`config.mk`:
```
export PLATFORM = sky130hd
export DESIGN_NAME = instr_fetch_unit
export DESIGN_NICKNAME = d
export VERILOG_FILES = /design/src/rtl/rv_defs.sv /design/src/rtl/instr_fetch_unit.sv
export SDC_FILE = /design/constraint.sdc
export NUM_CORES = 1
export LEC_CHECK = 0
export CORE_UTILIZATION = 43
export DETAILED_ROUTE_END_ITERATION = 16
export PLACE_DENSITY = 0.8
export SLEW_MARGIN = 20
export SYNTH_ARGS = -nofsm -noshare
export SYNTH_HDL_FRONTEND = slang
export SYNTH_SLANG_ARGS = --single-unit
```
`constraint.sdc`:
```
create_clock -name clk -period 4.7 [get_ports clk]
set_clock_uncertainty 0.05 [all_clocks]
set_input_delay 0.94 -clock clk [delete_from_list [all_inputs] [get_ports clk]]
set_output_delay 0.94 -clock clk [all_outputs]
set_load 0.02 [all_outputs]
```
`src/rtl/rv_defs.sv`:
```
// Shared RV32-subset definitions: supported opcodes, NOP encoding and fetch FSM states.
package rv_defs;

    localparam logic [6:0]  OP_R      = 7'b0110011;
    localparam logic [6:0]  OP_STORE  = 7'b0100011;
    localparam logic [6:0]  OP_LUI    = 7'b0110111;
    localparam logic [6:0]  OP_IMM    = 7'b0010011;
    localparam logic [6:0]  OP_LOAD   = 7'b0000011;

    localparam logic [31:0] NOP_INSTR = 32'h0000_0013;

    typedef enum logic [1:0] {
        IDLE  = 2'd0,
        FETCH = 2'd1,
        ISSUE = 2'd2,
        TRAP  = 2'd3
    } ifu_state_t;

    function automatic logic is_supported_op(input logic [6:0] op);
        return (op == OP_R) || (op == OP_STORE) || (op == OP_LUI) ||
               (op == OP_IMM) || (op == OP_LOAD);
    endfunction

endpackage

```
`src/rtl/instr_fetch_unit.sv`:
```
// Multi-cycle fetch stage: owns the PC, fetches over req/ack and hands the IR to decode.
// Define IFU_ILLEGAL_TRAP_EN to trap (sticky, reset-only exit) on unsupported opcodes.
module instr_fetch_unit
    import rv_defs::*;
#(
    parameter int              XLEN     = 32,
    parameter logic [XLEN-1:0] RESET_PC = '0,
    parameter int              PC_STEP  = 4
) (
    input  logic            clk,
    input  logic            rst,
    input  logic            run,
    output logic            imem_req,
    output logic [XLEN-1:0] imem_addr,
    input  logic            imem_ack,
    input  logic [31:0]     imem_rdata,
    input  logic            redir_valid,
    input  logic [XLEN-1:0] redir_pc,
    output logic            dec_valid,
    input  logic            dec_ready,
    output logic [XLEN-1:0] dec_pc,
    output logic [31:0]     instr,
    output logic [6:0]      opcode,
    output logic [4:0]      rd,
    output logic [2:0]      funct3,
    output logic [4:0]      rs1,
    output logic [4:0]      rs2,
    output logic [6:0]      funct7,
    output logic            illegal
);

    localparam logic [XLEN-1:0] ALIGN_MASK = ~(XLEN'(3));

    ifu_state_t      r_state;
    logic [XLEN-1:0] r_pc;
    logic [XLEN-1:0] r_dec_pc;
    logic [XLEN-1:0] r_redir_tgt;
    logic            r_redir_pend;
    logic [31:0]     r_ir;
    logic            r_imem_req;
    logic            r_dec_valid;

    logic [XLEN-1:0] w_redir_tgt;
    logic [XLEN-1:0] w_pc_next;
    logic            w_trap;

    assign w_redir_tgt = redir_pc & ALIGN_MASK;
    assign w_pc_next   = r_pc + XLEN'(PC_STEP);

`ifdef IFU_ILLEGAL_TRAP_EN
    logic r_illegal;
    assign w_trap  = !is_supported_op(imem_rdata[6:0]);
    assign illegal = r_illegal;
`else
    assign w_trap  = 1'b0;
    assign illegal = 1'b0;
`endif

    // A request with imem_req low in FETCH is the one-cycle gap after a discarded response.
    always_ff @(posedge clk or posedge rst) begin
        if (rst) begin
            r_state      <= IDLE;
            r_pc         <= RESET_PC;
            r_dec_pc     <= RESET_PC;
            r_redir_tgt  <= RESET_PC;
            r_redir_pend <= 1'b0;
            r_ir         <= NOP_INSTR;
            r_imem_req   <= 1'b0;
            r_dec_valid  <= 1'b0;
`ifdef IFU_ILLEGAL_TRAP_EN
            r_illegal    <= 1'b0;
`endif
        end else begin
            case (r_state)
                IDLE: begin
                    if (redir_valid) begin
                        r_pc <= w_redir_tgt;
                    end
                    if (run) begin
                        r_state    <= FETCH;
                        r_imem_req <= 1'b1;
                    end
                end
                FETCH: begin
                    if (!r_imem_req) begin
                        r_imem_req <= 1'b1;
                        if (redir_valid) begin
                            r_pc <= w_redir_tgt;
                        end
                    end else if (imem_ack) begin
                        r_imem_req <= 1'b0;
                        if (r_redir_pend || redir_valid) begin
                            r_pc         <= redir_valid ? w_redir_tgt : r_redir_tgt;
                            r_redir_pend <= 1'b0;
                        end else begin
                            r_ir     <= imem_rdata;
                            r_dec_pc <= r_pc;
                            if (w_trap) begin
                                r_state <= TRAP;
`ifdef IFU_ILLEGAL_TRAP_EN
                                r_illegal <= 1'b1;
`endif
                            end else begin
                                r_state     <= ISSUE;
                                r_dec_valid <= 1'b1;
                            end
                        end
                    end else if (redir_valid) begin
                        r_redir_tgt  <= w_redir_tgt;
                        r_redir_pend <= 1'b1;
                    end
                end
                ISSUE: begin
                    if (redir_valid) begin
                        r_pc        <= w_redir_tgt;
                        r_dec_valid <= 1'b0;
                        r_state     <= FETCH;
                        r_imem_req  <= 1'b1;
                    end else if (dec_ready) begin
                        r_pc        <= w_pc_next;
                        r_dec_valid <= 1'b0;
                        if (run) begin
                            r_state    <= FETCH;
                            r_imem_req <= 1'b1;
                        end else begin
                            r_state <= IDLE;
                        end
                    end
                end
                TRAP: begin
                    r_imem_req  <= 1'b0;
                    r_dec_valid <= 1'b0;
                end
                default: begin
                    r_state <= IDLE;
                end
            endcase
        end
    end

    assign imem_req  = r_imem_req;
    assign imem_addr = r_pc;
    assign dec_valid = r_dec_valid;
    assign dec_pc    = r_dec_pc;
    assign instr     = r_ir;
    assign opcode    = r_ir[6:0];
    assign rd        = r_ir[11:7];
    assign funct3    = r_ir[14:12];
    assign rs1       = r_ir[19:15];
    assign rs2       = r_ir[24:20];
    assign funct7    = r_ir[31:25];

endmodule

```
==> run metrics, run 1 <==
CP bufs+invs=2; sequential area share after synthesis=0.4890; drt via density=around 5.6; register bit total from synthesis=133; first-iteration detailed-routing DRC count=302; Boundary Pins=201; Post-Syn Instances=between 600 and 700; Post-CTS Resized=0; leading area contributor after synthesis=dfrtp_1; crit-path most repeated cell=o21a_1; critical path's slowest cell=clkdlybuf4s50_1; DR DRC count=0; crit-path max FO=18; CP Data Arrival Time=about 3.5 ns; status=completed; WHS=between 0.4 and 0.5 ns; P_leak=slightly below 0.004 µW; routability cong.=between 0.8 and 0.9; Max Fclk=between 0.3 and 0.4 GHz; YS warnings=0; top post-synthesis cells by area=dfrtp_1 48%, mux2_2 15%, o21ai_0 4.3%, buf_4 4.0%, a21oi_1 2.5%; number of global-route vias before repair=5330; clk sink count=about 130; Syn Area/Cell=between 10 and 15 µm²; Final Hold Vio Count=0; vias=around 5.6k; pwr/cell area=between 700 and 800 nW/µm²; total inserted antenna cells=0; Cell Area, Placed=8700 µm²; Layout Cells excl Fill=roughly 1k; IO Port Bufs=slightly below 200; post-synthesis cell area=between 6000 and 7000 µm²; total wire length=17.86 mm; Clock Latency Late Sink=0.42 ns; initial core utilization=0.4449; CP delay by family, top=buffers and inverters; post-route ant nets=0; Max-Cap Viols=0; Max VDD drop=0.3382 mV; Congestion Overflow GR=0; core area=about 15000 µm²; Final Critical Period=between 3 and 4 ns; Area Growth Syn to Fin=36.94%; EDFF count, synth=0; cell with the most instances after synthesis=dfrtp_1; Synth top cells by count=130 x dfrtp_1, 88 x mux2_2, 58 x o21ai_0, 44 x nand2_1, 36 x buf_4; post-route cell area=a little over 9000 µm²; DP Wirelength=between 10 and 15 mm; Slew Viols, Final=0; fraction of layout cells with a size suffix above 1=0.1904; Synth Flop Type=dfrtp_1; nets@finish=between 800 and 900; unrepaired setup endpoints after global routing=false; Fin Setup TNS=0 ns; die width=roughly 130 µm; Max stage delay on crit path=0.83 ns; Rows=45; initial antenna violation count=0; CTS HTree Levels=4; largest net degree at the start of global routing=112; CTS hold repair buffers=0; Slew Limit Headroom=0.3576; worst hold path type=reg -> reg; placed cell count=between 900 and 1k; Startpoint Class=input pin; Synth top area share=0.4774; CTS root buf=clkbuf_16; DR pass1 iterations=5; first-pass GRT wire length=roughly 28 mm; setup bufs post-CTS=0; die height=about 130 µm; Worst setup EP type=flip-flop; Yosys cell types=about 70; Worst Tran Pin Value=between 0.9 and 1 ns; Critical Path RT=roughly 4.9 ns; Die ar.=between 15000 and 20000 µm²; CTS tree=yes; synthesized net count=approximately 700; crit path cell chain=clkdlybuf4s50_1 -> o21a_1 -> o21a_1 -> nand2_1 -> buf_4 -> o32a_1 -> o21ai_0 -> a21oi_1; CP Class=in -> reg; Max clock buf depth=2; clock-pin transition on the worst setup and hold timing paths=about 0.06 ns; routed len/inst=approximately 18 µm; number of buffers created by CTS=17; period utilisation layout=0.7027; Setup Viol. Count Final=0; Global Route Usage Sum=0.2218; Async S/R FF share, synth=1.000
## cell usage in the layout (no fill, tap or decap), drive strengths merged, types with 4 or more instances in the layout
master / count
clkdlybuf4s50: 197
dfrtp: 130
mux2: 95
o21ai: 60
nand2: 45
a21oi: 34
nor2: 22
clkbuf: 18
inv: 16
buf: 11
nand3: 10
and2: 10
a22oi: 9
nor3: 9
a31oi: 8
and3: 8
a221oi: 7
ha: 6
nand4: 6
o221ai: 5
o22ai: 5
and4: 5
mux2i: 4
o21a: 4
a32o: 4
o211ai: 4
a22o: 4
bufinv: 4
nor4: 4
nor2b: 4
clkinv: 4
## where the power goes
| group | leakage, µW | total (µW) | switching (µW) | internal, µW |
|---|---|---|---|---|
| clock network | 0.000303 | 1420 | 522 | 895 |
| registers | 0.00168 | 2150 | 486 | 1660 |
| logic | 0.00192 | 3270 | 1690 | 1580 |
## layout make-up
cell class | instances | area (µm²)
fillers | 1293 | 5983
inverters | 12 | 52.55
clock buffers | 18 | 429.2
well taps | 211 | 264.0
repair buffers | 208 | 2054
clock inverters | 14 | 200.2
flip-flops and latches | 133 | 3332
multi-input cells | 408 | 2999
## stage by stage
step | setup slack [ns] | utilization | total power (µW)
global route | 1.217 | 0.6093 | 7212
floorplan | 0.1606 | - | 4152
global placement | 1.071 | 0.5681 | 5354
finish | 1.397 | 0.6093 | 6834
CTS | 1.475 | 0.6092 | 6867
detailed placement | 1.064 | 0.5681 | 5428
## logic make-up (layout without fill, tap and decap cells)
group | count (synthesis) | after routing | share of synthesized area
other | 1 | 1 | 0.0005503
XOR/XNOR | 5 | 5 | 0.006428
flip-flops | 133 | 133 | 0.4890
AO/OA/AOI/OAI | 163 | 163 | 0.1519
buffers and inverters | 82 | 252 | 0.07088
AND/OR/NAND/NOR | 134 | 134 | 0.1074
multiplexers | 99 | 99 | 0.1629
adder cells (fa/ha/maj) | 6 | 6 | 0.01102
## worst paths after layout
path                        startpoint      endpoint  slack (ns)  depth (start not counted)
max                        redir_valid  imem_addr[5]        1.40                          8
min in group asynchronous          rst     instr[19]        1.00                          2
min                          dec_valid     dec_valid        0.43                          1
max in group asynchronous          rst     instr[26]        2.70                          3
max reg2reg                 r_state[0]  imem_addr[8]        1.52                          7
min reg2reg                  dec_valid     dec_valid        0.43                          1
## routing by layer
layer  part of all wire  vias to the layer above  global-route usage
li1                   -                     2575                   -
met1               0.41                     2764              0.2735
met2               0.49                      249              0.3744
met3              0.083                       23             0.05927
met4              0.014                        0             0.07889
met5                  0                        -                   0
## registers in the layout (all words and copies together) (netlist names)
name and cells:
imem_req 1, r_redir_tgt 32, r_state 2, r_redir_pend 1
dec_pc 32, dec_valid 1, imem_addr 32, instr 32
(Power assumes the default switching activity.)
==> run 2: changes to the inputs <==
Clock period 4.7 ns to 2.7 ns, I/O delays scaled along.
==> run 2 against run 1 <==
  * Global-route usage rose by 0.48 points
  * Wire length rose by 1.1%
  * Cell count rose by 3.1%
  * Sequential power up 69%
  * Via count increased by 1.4%
  * Die area did not move
  * Critical path depth did not move
  * Hold slack gained 0.0070 ns
  * First-iteration DRC count rose by 48%
  * Largest cell class unchanged
  * Largest power group unchanged
==> run metrics, run 2 (same netlist as run 1, synthesis figures left out) <==
Slew Limit Headroom=0.5215 (was 0.3576); core area=15310 µm² (unchanged); CTS root buf=clkbuf_16 (unchanged); Area Growth Syn to Fin=41.00% (was 36.94%); largest net degree at the start of global routing=53 (was 112); Sw Share=0.3856 (was 0.3946); nets@finish=886 (was 856); Global Route Usage Sum=0.2266 (was 0.2218); routability cong.=0.8479 (was 0.8238); commonest non-fill, non-tap cell in the layout=clkdlybuf4s50_1 (unchanged); fraction of layout cells with a size suffix above 1=0.2163 (was 0.1904); post-route ant nets=0 (unchanged); Post-CTS Resized=0 (unchanged); Pwr Total=12140 µW (was 6834 µW); drt via density=5.498 (was 5.589); clk sink count=133 (unchanged); P_leak=0.004066 µW (was 0.003903 µW); crit-path max FO=11 (was 18); Critical Path RT=2.97 ns (was 4.94 ns); Slew Viols, Final=0 (unchanged); worst hold path type=reg -> reg (unchanged); Rows=45 (unchanged); Max VDD drop=0.5905 mV (was 0.3382 mV); CTS hold repair buffers=0 (unchanged); die height=127.9 µm (unchanged); Max-Cap Viols=0 (unchanged); CTS HTree Levels=4 (unchanged); Fin Setup TNS=0 ns (unchanged); IO Port Bufs=197 (unchanged); DR pass1 iterations=5 (unchanged); number of global-route vias before repair=5624 (was 5330); number of buffers created by CTS=17 (unchanged); CTS tree=yes (unchanged); Setup Viol. Count Final=0 (unchanged); Max Fclk=0.3887 GHz; clock-pin transition on the worst setup and hold timing paths=0.06 ns (about the same); Congestion Overflow GR=0 (unchanged); Combinational Power Share=0.500 (was 0.478); Worst Tran Pin Value=0.7162 ns (was 0.9549 ns); unrepaired setup endpoints after global routing=false (unchanged); Clock Latency Late Sink=0.42 ns (about the same); routed len/inst=17.44 µm (was 17.78 µm); CP Data Arrival Time=2.85 ns (was 3.54 ns); die width=127.9 µm (unchanged); initial core utilization=0.4449 (unchanged); post-route cell area=9608 µm² (was 9331 µm²); Internal=7456 µW (was 4137 µW); period utilisation layout=0.9528; pwr/cell area=1263 nW/µm² (was 732.3 nW/µm²); Final Critical Period=~2.6 ns; DR DRC count=0 (unchanged); vias=5690 (was 5611); Clk network pwr share=0.200 (was 0.207); CP Class=reg -> reg (was in -> reg); status=completed (unchanged); total wire length=18.05 mm (was 17.86 mm); Max clock buf depth=2 (unchanged); Cell Area, Placed=8986 µm² (was 8700 µm²); initial antenna violation count=1 (was 0); commonest non-fill, non-tap cells in the layout=197 x clkdlybuf4s50_1, 130 x dfrtp_1, 88 x mux2_2 (unchanged); Boundary Pins=201 (unchanged); setup bufs post-CTS=0 (unchanged); Startpoint Class=flip-flop (was input pin); Die ar.=16350 µm² (unchanged); DP Wirelength=12.99 mm (was 12.41 mm); Switch Pwr=4680 µW (was 2696 µW); Final Hold Vio Count=0 (unchanged); Worst setup EP type=flip-flop (unchanged); first-pass GRT wire length=28.72 mm (was 28.04 mm); first-iteration detailed-routing DRC count=448 (was 302); Flop pwr share=0.299 (was 0.314)
==> run 2: cell type report <==
| cell class | count | area (µm²) |
|---|---|---|
| clock inverter | 9 | 151.4 |
| timing repair buffer | 238 | 2342 |
| clock buffer | 23 | 467.9 |
| inverter | 12 | 48.80 |
| sequential | 133 | 3332 |
| tap | 211 | 264.0 |
| multi-input combinational | 408 | 2999 |
| antenna | 1 | 2.502 |
| fill | 1239 | 5707 |
==> run 2: per-stage QoR <==
| stage | setup slack [ns] | hold slack, ns | cells | utilization |
|---|---|---|---|---|
| floorplan | 0.4613 | 0.3944 | 623 | - |
| global placement | 0.07675 | 0.4094 | 1002 | 0.5868 |
| detailed placement | 0.04276 | 0.4218 | 1002 | 0.5868 |
| CTS | 0.1990 | 0.4374 | 1034 | 0.6272 |
| global route | 0.002583 | 0.4470 | 1035 | 0.6274 |
| finish | 0.1274 | 0.4354 | 1035 | 0.6274 |
==> run 2: power groups by stage <==
| stage | combinational, µW | sequential (µW) | clock, µW |
|---|---|---|---|
| 5_1_grt | 6470 | 3770 | 2570 |
| 2_1_floorplan | 2950 | 4280 | 0 |
| 4_1_cts | 6070 | 3640 | 2470 |
| 3_5_place_dp | 6020 | 3670 | 0 |
| 6_report | 6070 | 3630 | 2430 |
| 3_3_place_gp | 5930 | 3630 | 0 |
==> run 2: routing by layer <==
metal	vias to the layer above	share of wire	global-route usage
met2	243	0.48	0.3756
met4	0	0.013	0.08651
met3	21	0.072	0.05843
met1	2797	0.43	0.2842
met5	-	0	0
li1	2629	-	-
==> run 2: final timing paths <==
path                       startpoint       endpoint  slack [ns]  depth (start not counted)
setup / recovery           r_state[1]  imem_addr[14]        0.13                          8
hold / removal              dec_valid      dec_valid        0.44                          1
setup reg to reg           r_state[1]  imem_addr[14]        0.13                          8
hold reg to reg             dec_valid      dec_valid        0.44                          1
max in group asynchronous         rst       instr[1]        1.38                          3
min in group asynchronous         rst       instr[3]        0.54                          2
==> run 2: worst max-delay path: stages, from the launching register on <==
cell and delay (ns):
dfrtp_1 0.43, inv_1 0.10, ha_1 0.39, nand2_1 0.26, o211a_1 0.38, o21ai_1 0.41, buf_4 0.26, o21ai_0 0.09
o21ai_0 0.11
